### config.mk
export PLATFORM = sky130hd
export DESIGN_NAME = msg_schedule
export DESIGN_NICKNAME = d
export VERILOG_FILES = /design/src/rtl/msg_schedule.sv
export SDC_FILE = /design/constraint.sdc
export NUM_CORES = 1
export LEC_CHECK = 0
export BUFFER_PORTS_ARGS = -buffer_cell sky130_fd_sc_hd__buf_2
export CAP_MARGIN = 20
export CELL_PAD_IN_SITES_DETAIL_PLACEMENT = 1
export CELL_PAD_IN_SITES_GLOBAL_PLACEMENT = 2
export CORE_UTILIZATION = 37
export DETAILED_ROUTE_END_ITERATION = 8
export GPL_TIMING_DRIVEN = 0
export PLACE_DENSITY = 0.77
export SLEW_MARGIN = 30
export SYNTH_ARGS = -nofsm -noshare
export SYNTH_HDL_FRONTEND = slang
export SYNTH_SLANG_ARGS = --single-unit
### constraint.sdc
create_clock -name clk -period 20.7 [get_ports clk]
set_input_delay 2.07 -clock clk [delete_from_list [all_inputs] [get_ports clk]]
set_output_delay 2.07 -clock clk [all_outputs]
set_load 0.005 [all_outputs]
### src/rtl/msg_schedule.sv
// rtl/msg_schedule.sv - Streaming SHA-2 message schedule generator.
// Emits W_0..W_{ROUNDS-1} from a 16-word sliding window, one word per handshake.
module msg_schedule #(
  parameter  int WIDTH  = 32,
  localparam int ROUNDS = (WIDTH == 32) ? 64 : 80,
  localparam int IDXW   = $clog2(ROUNDS)
) (
  input  logic                  clk,
  input  logic                  reset_n,
  input  logic                  flush,
  input  logic                  load_valid,
  output logic                  load_ready,
  input  logic [16*WIDTH-1:0]   block,
  output logic                  w_valid,
  input  logic                  w_ready,
  output logic [WIDTH-1:0]      w_out,
  output logic [IDXW-1:0]       w_idx,
  output logic                  w_last,
  output logic                  busy
);

  if (WIDTH != 32 && WIDTH != 64) begin : g_bad_width
    $error("msg_schedule: WIDTH must be 32 or 64");
  end

  localparam int S0_A = (WIDTH == 32) ? 7  : 1;
  localparam int S0_B = (WIDTH == 32) ? 18 : 8;
  localparam int S0_C = (WIDTH == 32) ? 3  : 7;
  localparam int S1_A = (WIDTH == 32) ? 17 : 19;
  localparam int S1_B = (WIDTH == 32) ? 19 : 61;
  localparam int S1_C = (WIDTH == 32) ? 10 : 6;
  localparam logic [IDXW-1:0] LAST_T = IDXW'(ROUNDS - 1);

  typedef enum logic {IDLE, RUN} state_t;

  state_t           state;
  state_t           state_next;
  logic [WIDTH-1:0] win [16];
  logic [IDXW-1:0]  t;
  logic [WIDTH-1:0] w_new;
  logic             at_last;
  logic             accept;
  logic             load;

  function automatic logic [WIDTH-1:0] rotr(input logic [WIDTH-1:0] x, input int n);
    return (x >> n) | (x << (WIDTH - n));
  endfunction

  function automatic logic [WIDTH-1:0] sig0(input logic [WIDTH-1:0] x);
    return rotr(x, S0_A) ^ rotr(x, S0_B) ^ (x >> S0_C);
  endfunction

  function automatic logic [WIDTH-1:0] sig1(input logic [WIDTH-1:0] x);
    return rotr(x, S1_A) ^ rotr(x, S1_B) ^ (x >> S1_C);
  endfunction

  assign at_last = (t == LAST_T);
  assign accept  = (state == RUN) && w_ready;
  assign load    = (state == IDLE) && load_valid;
  assign w_new   = sig1(win[14]) + win[9] + sig0(win[1]) + win[0];

  always_ff @(posedge clk) begin
    if (!reset_n) state <= IDLE;
    else          state <= state_next;
  end

  always_comb begin
    state_next = state;
    case (state)
      IDLE:    if (load) state_next = RUN;
      RUN:     if (accept && at_last) state_next = IDLE;
      default: state_next = IDLE;
    endcase
    if (flush) state_next = IDLE;
  end

  // The window is frozen on the final accept so w_out keeps showing the last word.
  always_ff @(posedge clk) begin
    if (!reset_n) begin
      for (int i = 0; i < 16; i++) win[i] <= '0;
      t <= '0;
    end else if (flush) begin
      t <= '0;
    end else if (load) begin
      for (int i = 0; i < 16; i++) win[i] <= block[(16-i)*WIDTH-1 -: WIDTH];
      t <= '0;
    end else if (accept) begin
      if (at_last) begin
        t <= '0;
      end else begin
        for (int i = 0; i < 15; i++) win[i] <= win[i+1];
        win[15] <= w_new;
        t <= t + 1'b1;
      end
    end
  end

  assign load_ready = (state == IDLE);
  assign w_valid    = (state == RUN);
  assign busy       = (state == RUN);
  assign w_out      = win[0];
  assign w_idx      = t;
  assign w_last     = (state == RUN) && at_last;

endmodule
==> flow_metrics.tcl, run 1 <==
set metrics [dict create \
    syn-instance-count 1813 \
    antenna_left 0 \
    synth_nets 2424 \
    cts_root_buf "clkbuf_16" \
    vdd_drop_max_mv 0.0780 \
    gp_congestion 0.920 \
    drc 0 \
    fin_total_pwr_uw 3460 \
    ys_seq_area_frac 0.612 \
    grt_pass1_wl_um 140000 \
    rrSetupSlack_ps 15710 \
    final_hold_viol_count 0 \
    syn_area_mm2 0.0253 \
    grt_max_degree 25 \
    start_util 0.375 \
    yosys_register_bits 519 \
    critPathRequiredTime_ps 21040 \
    die_area_mm2 0.0695 \
    end_kind "register" \
    io_buffers 558 \
    clk_pin_slew_ps 60 \
    worst_r2r_startpoint "win[14][28]$_DFFE_PP_" \
    maxCapViolations 0 \
    antenna_found_initial 21 \
    setup_violations 0 \
    cp-start-kind "register" \
    area_delta_synth_final_pct 25.5 \
    whs_ps 532 \
    dr.pass1.iters 5 \
    min_from "win[3][7]$_SDFFCE_PN0P_" \
    final_cells 3385 \
    fin_nets 3069 \
    drt_iter0_markers 1519 \
    fin_crit_ps 4990 \
    status "finished, final reports clean" \
    cts_max_level 2 \
    reg2reg_to "win[15][24]$_DFFE_PP_" \
    async_flop_share 0 \
    drive_gt1_frac 0.295 \
    via_per_inst 5.52 \
    power_density_mw_per_mm2 109 \
    clock_latency_ps 630 \
    power_frac_seq 0.377 \
    cts_setup_buffers 0 \
    grt_pass1_vias 19600 \
    hold_buffers 0 \
    rows 95 \
    finalMaxSlewViolations 0 \
    yosysWarnings 0 \
    cts-buffers-inserted 56 \
    core_region_area_mm2 0.0675 \
    switching_share 0.357 \
    routed_wl_um 99200 \
    wl_per_cell_um 29.3 \
    timing.slew.headroom 0.319 \
    rsz0062_at_grt "false" \
    die_height_um 264 \
    power_frac_comb 0.336 \
    die_x_um 264 \
    clock.fmax_mhz 200 \
    p_leak_uw 0.0134 \
    crit_arrival_ps 5340 \
    path_class "register to register" \
    worst_pin_slew_ps 1020 \
    tns_ps 0 \
    utilization 0.471 \
    whs_endpoint "win[2][7]$_SDFFCE_PN0P_" \
    whs_path_depth 1 \
    synth.avg_cell_area_um2 14.0 \
    r2r_cells 15 \
    switchingPower_uw 1240 \
    dp_cells 3273 \
    synth_ff_type "edfxtp_1" \
    timing.final.crit_share 0.241 \
    ys_types 65 \
    critPathMaxFanout 8 \
    cts_buffer_depth 3 \
    cts_repair_resize_count 0 \
    dpl.hpwl_um 81700 \
    cts_sinks 519 \
    num_vias 18700 \
    synth_edf_count 512 \
    track_usage 0.282 \
    cts_tree "done" \
    n_fill_cell 7037 \
    fin_skew_ps 27.2 \
    num_io_pins 559 \
    overflow 0 \
    power.share.clock 0.287 \
    hold_path_class "register to register" \
    power.internal_uw 2230 \
]
==> power by group through the flow <==
stage	clock network, uW	logic, uW	registers, uW
global placement	0	1090	1380
floorplan	0	700	1330
CTS	1010	1140	1310
detailed placement	0	1130	1330
finish	994	1160	1310
global route	1040	1260	1310
==> cells by family after synthesis <==
| group | synth area share |
|---|---|
| AOI/OAI and AO/OA | 0.200 |
| DFF | 0.612 |
| buffers and inverters | 0.0434 |
| and+or+nand+nor | 0.0276 |
| xor gates and xnor gates | 0.0512 |
| adders and majority gates | 0.0648 |
| muxes | 0.000790 |
==> layout make-up <==
class,count,area [um^2],area share
flip-flops and latches,519,15500,0.488
multi-input cells,1022,8750,0.275
repair buffers,587,3520,0.111
clock buffers,63,1430,0.0449
well taps,873,1090,0.0344
inverters,148,556,0.0175
plain buffers,124,544,0.0171
clock inverters,39,365,0.0115
diodes,10,25.0,0.000787
==> through the flow <==
stage / area (um^2) / worst slack [ps]
global placement: 29200 / -4940
global route: 31800 / 15580
floorplan: 25300 / 1820
CTS: 31800 / 15750
detailed placement: 30000 / 15090
finish: 31800 / 15710
==> per-layer routing <==
metal	wire (um)	up-vias	global-route usage
met2	49000	757	0.483
met5	179	-	0
met4	2640	26	0.0778
li1	-	8297	-
met3	7310	151	0.0579
met1	40100	9459	0.362
==> sequential cells by signal (all words and copies together), names as in the netlist <==
name / cells
w_idx: 6
busy: 1
win: 512
==> critical path, cell delays in order (launching register included) <==
cell and delay (ps):
edfxtp_1 550, xnor2_1 210, xnor2_1 470, fa_1 510
inv_1 80, fa_1 410, inv_1 90, ha_1 220
clkbuf_1 230, a21oi_1 440, o21ai_0 210, a211oi_1 370
nor2_1 180, o21bai_1 220, xor2_1 390, o21ai_0 120
==> layout by cell type (no fill, tap or decap), types with 56 or more instances in the layout <==
| cell | instances |
|---|---|
| xnor2_1 | 119 |
| edfxtp_1 | 512 |
| inv_1 | 147 |
| clkbuf_1 | 70 |
| fa_1 | 62 |
| nand2_1 | 88 |
| a22o_1 | 455 |
| buf_2 | 611 |
| o21ai_0 | 61 |
| clkbuf_16 | 56 |
==> cell usage after synthesis (5+ instances only) <==
master	count	area, um^2
a21oi_1	30	150
inv_1	147	552
nor2_1	21	78.8
and3_1	7	43.8
dfxtp_1	7	140
buf_1	5	18.8
nand2_1	88	330
clkbuf_1	64	240
fa_1	62	1240
edfxtp_1	512	15400
o21ai_0	64	320
o21ai_1	11	55.1
buf_2	53	265
a21o_1	14	105
xnor2_1	119	1040
nor3_1	5	25.0
a22o_1	455	3990
a211oi_1	8	60.1
ha_1	32	400
xor2_1	29	254
nand4_1	8	50.1
nand3_1	5	25.0
==> worst max-delay path by stage <==
stage                              end  slack [ps]                startpoint
6_report         win[15][24]$_DFFE_PP_       15710     win[14][28]$_DFFE_PP_
5_1_grt          win[15][25]$_DFFE_PP_       15580  win[1][19]$_SDFFCE_PN0P_
4_1_cts          win[10][23]$_DFFE_PP_       15750                   w_ready
3_5_place_dp     win[10][11]$_DFFE_PP_       15090                   w_ready
3_3_place_gp   win[6][0]$_SDFFCE_PN0P_       -4940                load_valid
2_1_floorplan  win[1][0]$_SDFFCE_PN0P_        1820                load_valid
(Power assumes the default switching activity.)
==> run 2, diff against run 1 <==
clock period = 4.6 ns   (was 20.7 ns; I/O delays follow)
==> run 2 against run 1 <==
Worst hold slack got worse by 410 ps; die area did not move; clock skew fell by 11 ps; flip-flop and latch count did not move; clock power rose to 5.1 times the previous value; routed wire length rose by 1.1%; non-clock buffer count rose by 24; largest cell class unchanged; critical path type unchanged; sequential share of layout area fell by 1.2 points; combinational power rose to 4.7 times the previous value; register-to-register slack got worse by 16000 ps.
==> flow_metrics.tcl, run 2 (synthesis results as in run 1) <==
set metrics [dict create \
    status "finished, final reports clean" \
    die_height_um 264 \
    cts_buffer_depth 3 \
    rsz0062_at_grt "true" \
    dpl.hpwl_um 81300 \
    power.internal_uw 10700 \
    switchingPower_uw 5790 \
    grt_pass1_wl_um 140000 \
    rows 95 \
    area_delta_synth_final_pct 28.6 \
    fin_nets 3094 \
    drt_iter0_markers 1607 \
    via_per_inst 5.50 \
    cts-buffers-inserted 57 \
    tns_ps 0 \
    dr.pass1.iters 5 \
    setup_violations 0 \
    maxCapViolations 0 \
    antenna_left 0 \
    final_cell_mix "buf_2, edfxtp_1, a22o_1, inv_1, xnor2_1" \
    min_from "block[7]" \
    cts_tree "done" \
    cts_sinks 519 \
    die_area_mm2 0.0695 \
    power.share.clock 0.309 \
    grt_pass1_vias 19600 \
    drive_gt1_frac 0.323 \
    grt_max_degree 24 \
    die_x_um 264 \
    whs_ps 118 \
    gp_congestion 0.905 \
    worst_slack_ps 103 \
    critPathRequiredTime_ps 4960 \
    end_kind "register" \
    power_frac_comb 0.334 \
    clock_latency_ps 630 \
    pre_cts_slack_ps -370 \
    num_io_pins 559 \
    num_vias 18800 \
    utilization 0.482 \
    crit_start "win[14][28]$_DFFE_PP_" \
    start_util 0.375 \
    worst_r2r_startpoint "win[14][28]$_DFFE_PP_" \
    cts_max_level 2 \
    power_frac_seq 0.357 \
    critPathMaxFanout 8 \
    hold_path_class "primary input to register" \
    crit_arrival_ps 4850 \
    track_usage 0.284 \
    final_common_cell "buf_2" \
    timing.final.crit_share 0.978 \
    clk_pin_slew_ps 60 \
    n_fill_cell 7030 \
    switching_share 0.351 \
    cts_root_buf "clkbuf_16" \
    antenna_found_initial 24 \
    vdd_drop_max_mv 0.300 \
    hold_buffers 0 \
    fin_skew_ps 16.2 \
    clock.fmax_mhz 222 \
    io_buffers 558 \
    final_hold_viol_count 0 \
    power_density_mw_per_mm2 506 \
    wl_per_cell_um 29.4 \
    timing.slew.headroom 0.281 \
    fin_crit_ps 4500 \
    routed_wl_um 100000 \
    largest_register_ffs 512 \
    worst_pin_slew_ps 1080 \
    largest_register "win" \
    cp-start-kind "register" \
    p_leak_uw 0.0138 \
    core_region_area_mm2 0.0675 \
    drc 0 \
    overflow 0 \
    finalMaxSlewViolations 0 \
    path_class "register to register" \
]
run 2: final cells by class:
| type | instances | area, um^2 | area share |
|---|---|---|---|
| timing repair buffer | 612 | 3690 | 0.113 |
| clock buffer | 62 | 1470 | 0.0450 |
| clock inverter | 45 | 603 | 0.0185 |
| antenna | 13 | 32.5 | 0.000999 |
| tap | 873 | 1090 | 0.0335 |
| sequential | 519 | 15500 | 0.476 |
| inverter | 148 | 558 | 0.0171 |
| multi-input combinational | 1022 | 9070 | 0.279 |
| buffer | 123 | 541 | 0.0166 |
run 2: power by group through the flow:
stage               Sequential [uW]  Combinational (uW)  Clock (uW)
finish                         5880                5490        5090
global route                   5900                5910        5320
CTS                            5880                5220        5150
detailed placement             5970                5080           0
global placement               6010                4910           0
floorplan                      5870                3160           0
run 2: worst max-delay path, stage by stage (launching register included):
cell,delay (ps)
edfxtp_1,570
xnor2_2,410
xnor2_4,160
fa_1,510
inv_1,50
fa_1,480
inv_1,50
ha_1,440
a21oi_4,260
o21ai_0,150
a211oi_2,300
nor2_1,160
o21bai_1,270
xor2_2,280
o21ai_0,120
run 2: worst paths after layout:
| check | cells after the start | slack, ps | endpoint |
|---|---|---|---|
| setup / recovery | 14 | 100 | win[15][24]$_DFFE_PP_ |
| setup reg to reg | 14 | 100 | win[15][24]$_DFFE_PP_ |
| hold / removal | 3 | 120 | win[15][7]$_DFFE_PP_ |
| hold reg to reg | 1 | 530 | win[9][20]$_DFFE_PP_ |
run 2: layer usage:
layer | track usage | wire, um | up-vias
met2 | 0.491 | 50300 | 776
li1 | - | - | 8341
met3 | 0.0536 | 7200 | 160
met1 | 0.358 | 39500 | 9480
met4 | 0.0925 | 3230 | 20
met5 | 0 | 123 | -
run 2: per-stage QoR:
| step | area, um^2 | std cells | power, uW |
|---|---|---|---|
| 2_1_floorplan | 25400 | 1813 | 9020 |
| 3_3_place_gp | 29300 | 3244 | 10900 |
| 3_5_place_dp | 30000 | 3273 | 11100 |
| 4_1_cts | 32200 | 3386 | 16200 |
| 5_1_grt | 32600 | 3415 | 17100 |
| 6_report | 32600 | 3417 | 16500 |
run 2: what timing repair did:
item | in CTS | in global routing
setup buffers | 6 | 19
endpoints found under the setup margin | 17 | 15
resized for setup | 11 | 29
cloned | 0 | 0
pin swaps | 2 | 3
==> run 3, diff against run 2 <==
MAX_ROUTING_LAYER = met4   (was unset)
==> run 3 against run 2 <==
Clock power decreased by 8.4%; critical path depth unchanged; largest power group unchanged; setup slack worse by 12 ps; via count rose by 0.45%; total power decreased by 2.4%; first-iteration DRC count rose by 1.3%; die area is the same.
==> flow_metrics.tcl, run 3 (synthesis results as in run 1) <==
set metrics [dict create \
    final_common_cell "buf_2" \
    grt_max_degree 24 \
    crit_family "adder cells" \
    finalMaxSlewViolations 0 \
    met1_usage 0.360 \
    clock.fmax_mhz 222 \
    cts_root_buf "clkbuf_16" \
    drc 0 \
    core_region_area_mm2 0.0675 \
    clk_pin_slew_ps 60 \
    cp_slowest_cell "edfxtp_1" \
    num_io_pins 559 \
    setup_violations 0 \
    grt_pass1_vias 19600 \
    largest_register "win" \
    dp_cells 3273 \
    routed_wl_um 99700 \
    gr-usage-met2 0.492 \
    utilization 0.479 \
    worst_pin_slew_ps 1020 \
    timing.slew.headroom 0.322 \
    critical_path.cell_chain "xnor2_1 -> xnor2_1 -> fa_1 -> inv_1 -> fa_1 -> inv_1 -> ha_1 -> and3_1 -> and3_1 -> a211o_1 -> a41oi_4 -> o2bb2ai_1 -> xor2_2 -> o21ai_1" \
    n_fill_cell 7027 \
    crit_path_max_incr_delay_ps 550 \
    cts-buffers-inserted 56 \
    critPathMaxFanout 5 \
    cts_max_level 2 \
    final_hold_viol_count 0 \
    io_buffers 558 \
    antenna_left 0 \
    wl_per_cell_um 29.2 \
    gp_congestion 0.912 \
    drive_gt1_frac 0.316 \
    fin_skew_ps 34.4 \
    timing.final.crit_share 0.980 \
    rows 95 \
    p_leak_uw 0.0137 \
    drt_iter0_markers 1628 \
    via_per_inst 5.52 \
    cp_num_buf_inv 2 \
    grt_pass1_wl_um 139000 \
    maxCapViolations 0 \
    overflow 0 \
    fin_crit_ps 4510 \
    track_usage 0.290 \
    crit_arrival_ps 4890 \
    antenna_found_initial 19 \
    final_cells 3414 \
    die_area_mm2 0.0695 \
    cp-start-kind "register" \
    cts_buffer_depth 3 \
    area_delta_synth_final_pct 27.6 \
    cts_sinks 519 \
    critPathRequiredTime_ps 4980 \
    vdd_drop_max_mv 0.294 \
    path_class "register to register" \
    fin_nets 3087 \
    final_cell_mix "buf_2, edfxtp_1, a22o_1, inv_1, xnor2_1" \
    die_x_um 264 \
    start_util 0.375 \
    largest_register_ffs 512 \
    num_vias 18900 \
    cts_tree "done" \
    power_density_mw_per_mm2 497 \
    hold_buffers 0 \
    status "finished, final reports clean" \
    rsz0062_at_grt "true" \
    busiest_layer "met2" \
    end_kind "register" \
    dr.pass1.iters 5 \
    clock_latency_ps 640 \
    die_height_um 264 \
    dpl.hpwl_um 81100 \
    use_met3 0.0512 \
    hold_path_class "primary input to register" \
]
-- run 3: cell count changes in the layout (fill, tap and decap cells not counted), sizes merged --
cell and delta:
clkinvlp -1, buf -6, bufinv -6, diode +6, clkbuf +4
-- run 3: power breakdown --
part | switching (uW) | internal [uW] | total [uW]
Sequential | 260 | 5610 | 5870
Clock | 2010 | 2650 | 4660
Combinational | 3490 | 2040 | 5530
Total | 5760 | 10300 | 16100
-- run 3: layout make-up --
cell class,instances,area (um^2),share of cell area
Antenna cell,19,47.5,0.00147
Buffer,123,542,0.0168
Clock buffer,66,1440,0.0445
Clock inverter,38,427,0.0132
Inverter,148,558,0.0173
Multi-Input combinational cell,1022,9050,0.280
Sequential cell,519,15500,0.480
Tap cell,873,1090,0.0338
Timing Repair Buffer,606,3660,0.113
-- run 3: per-stage QoR --
step / TNS, ps / hold WS [ps] / total power, uW / instance area, um^2 / setup WS [ps]
after floorplan: 0 / 512 / 9020 / 25400 / 8.78
after global placement: -578010 / 515 / 10900 / 29300 / -1700
after detailed placement: -1700 / 524 / 11100 / 30000 / -327
after CTS: 0 / 72.2 / 15800 / 32000 / 17.9
after global routing: -47.0 / 92.4 / 16700 / 32300 / -37.4
final: 0 / 108 / 16100 / 32300 / 91.0
-- run 3: worst register-to-register path, cell delays in order, from the launching register on --
cell	delay, ps
edfxtp_1	550
xnor2_1	210
xnor2_1	310
fa_1	490
inv_1	110
fa_1	420
inv_1	70
ha_1	280
and3_1	290
and3_1	250
a211o_1	390
a41oi_4	330
o2bb2ai_1	200
xor2_2	280
o21ai_1	80
-- run 3: path summary, 6_finish.rpt --
check	from	endpoint	slack, ps	depth (start not counted)
worst max-delay path	win[14][24]$_DFFE_PP_	win[15][26]$_DFFE_PP_	90	14
worst min-delay path	block[136]	win[11][8]$_DFFE_PP_	110	2
worst max register to register	win[14][24]$_DFFE_PP_	win[15][26]$_DFFE_PP_	90	14
worst min register to register	win[6][1]$_SDFFCE_PN0P_	win[5][1]$_SDFFCE_PN0P_	520	1
-- run 3: metal layers --
| metal | share of wire | vias to the layer above |
|---|---|---|
| li1 | - | 8339 |
| met1 | 0.40 | 9641 |
| met2 | 0.50 | 766 |
| met5 | 0 | - |
| met3 | 0.073 | 116 |
| met4 | 0.026 | 0 |
-- run 3: what timing repair did --
item	4_1_cts	5_1_grt
resized for setup	8	33
buffers inserted	5	14
setup endpoints to repair	15	37
pin swaps	2	6
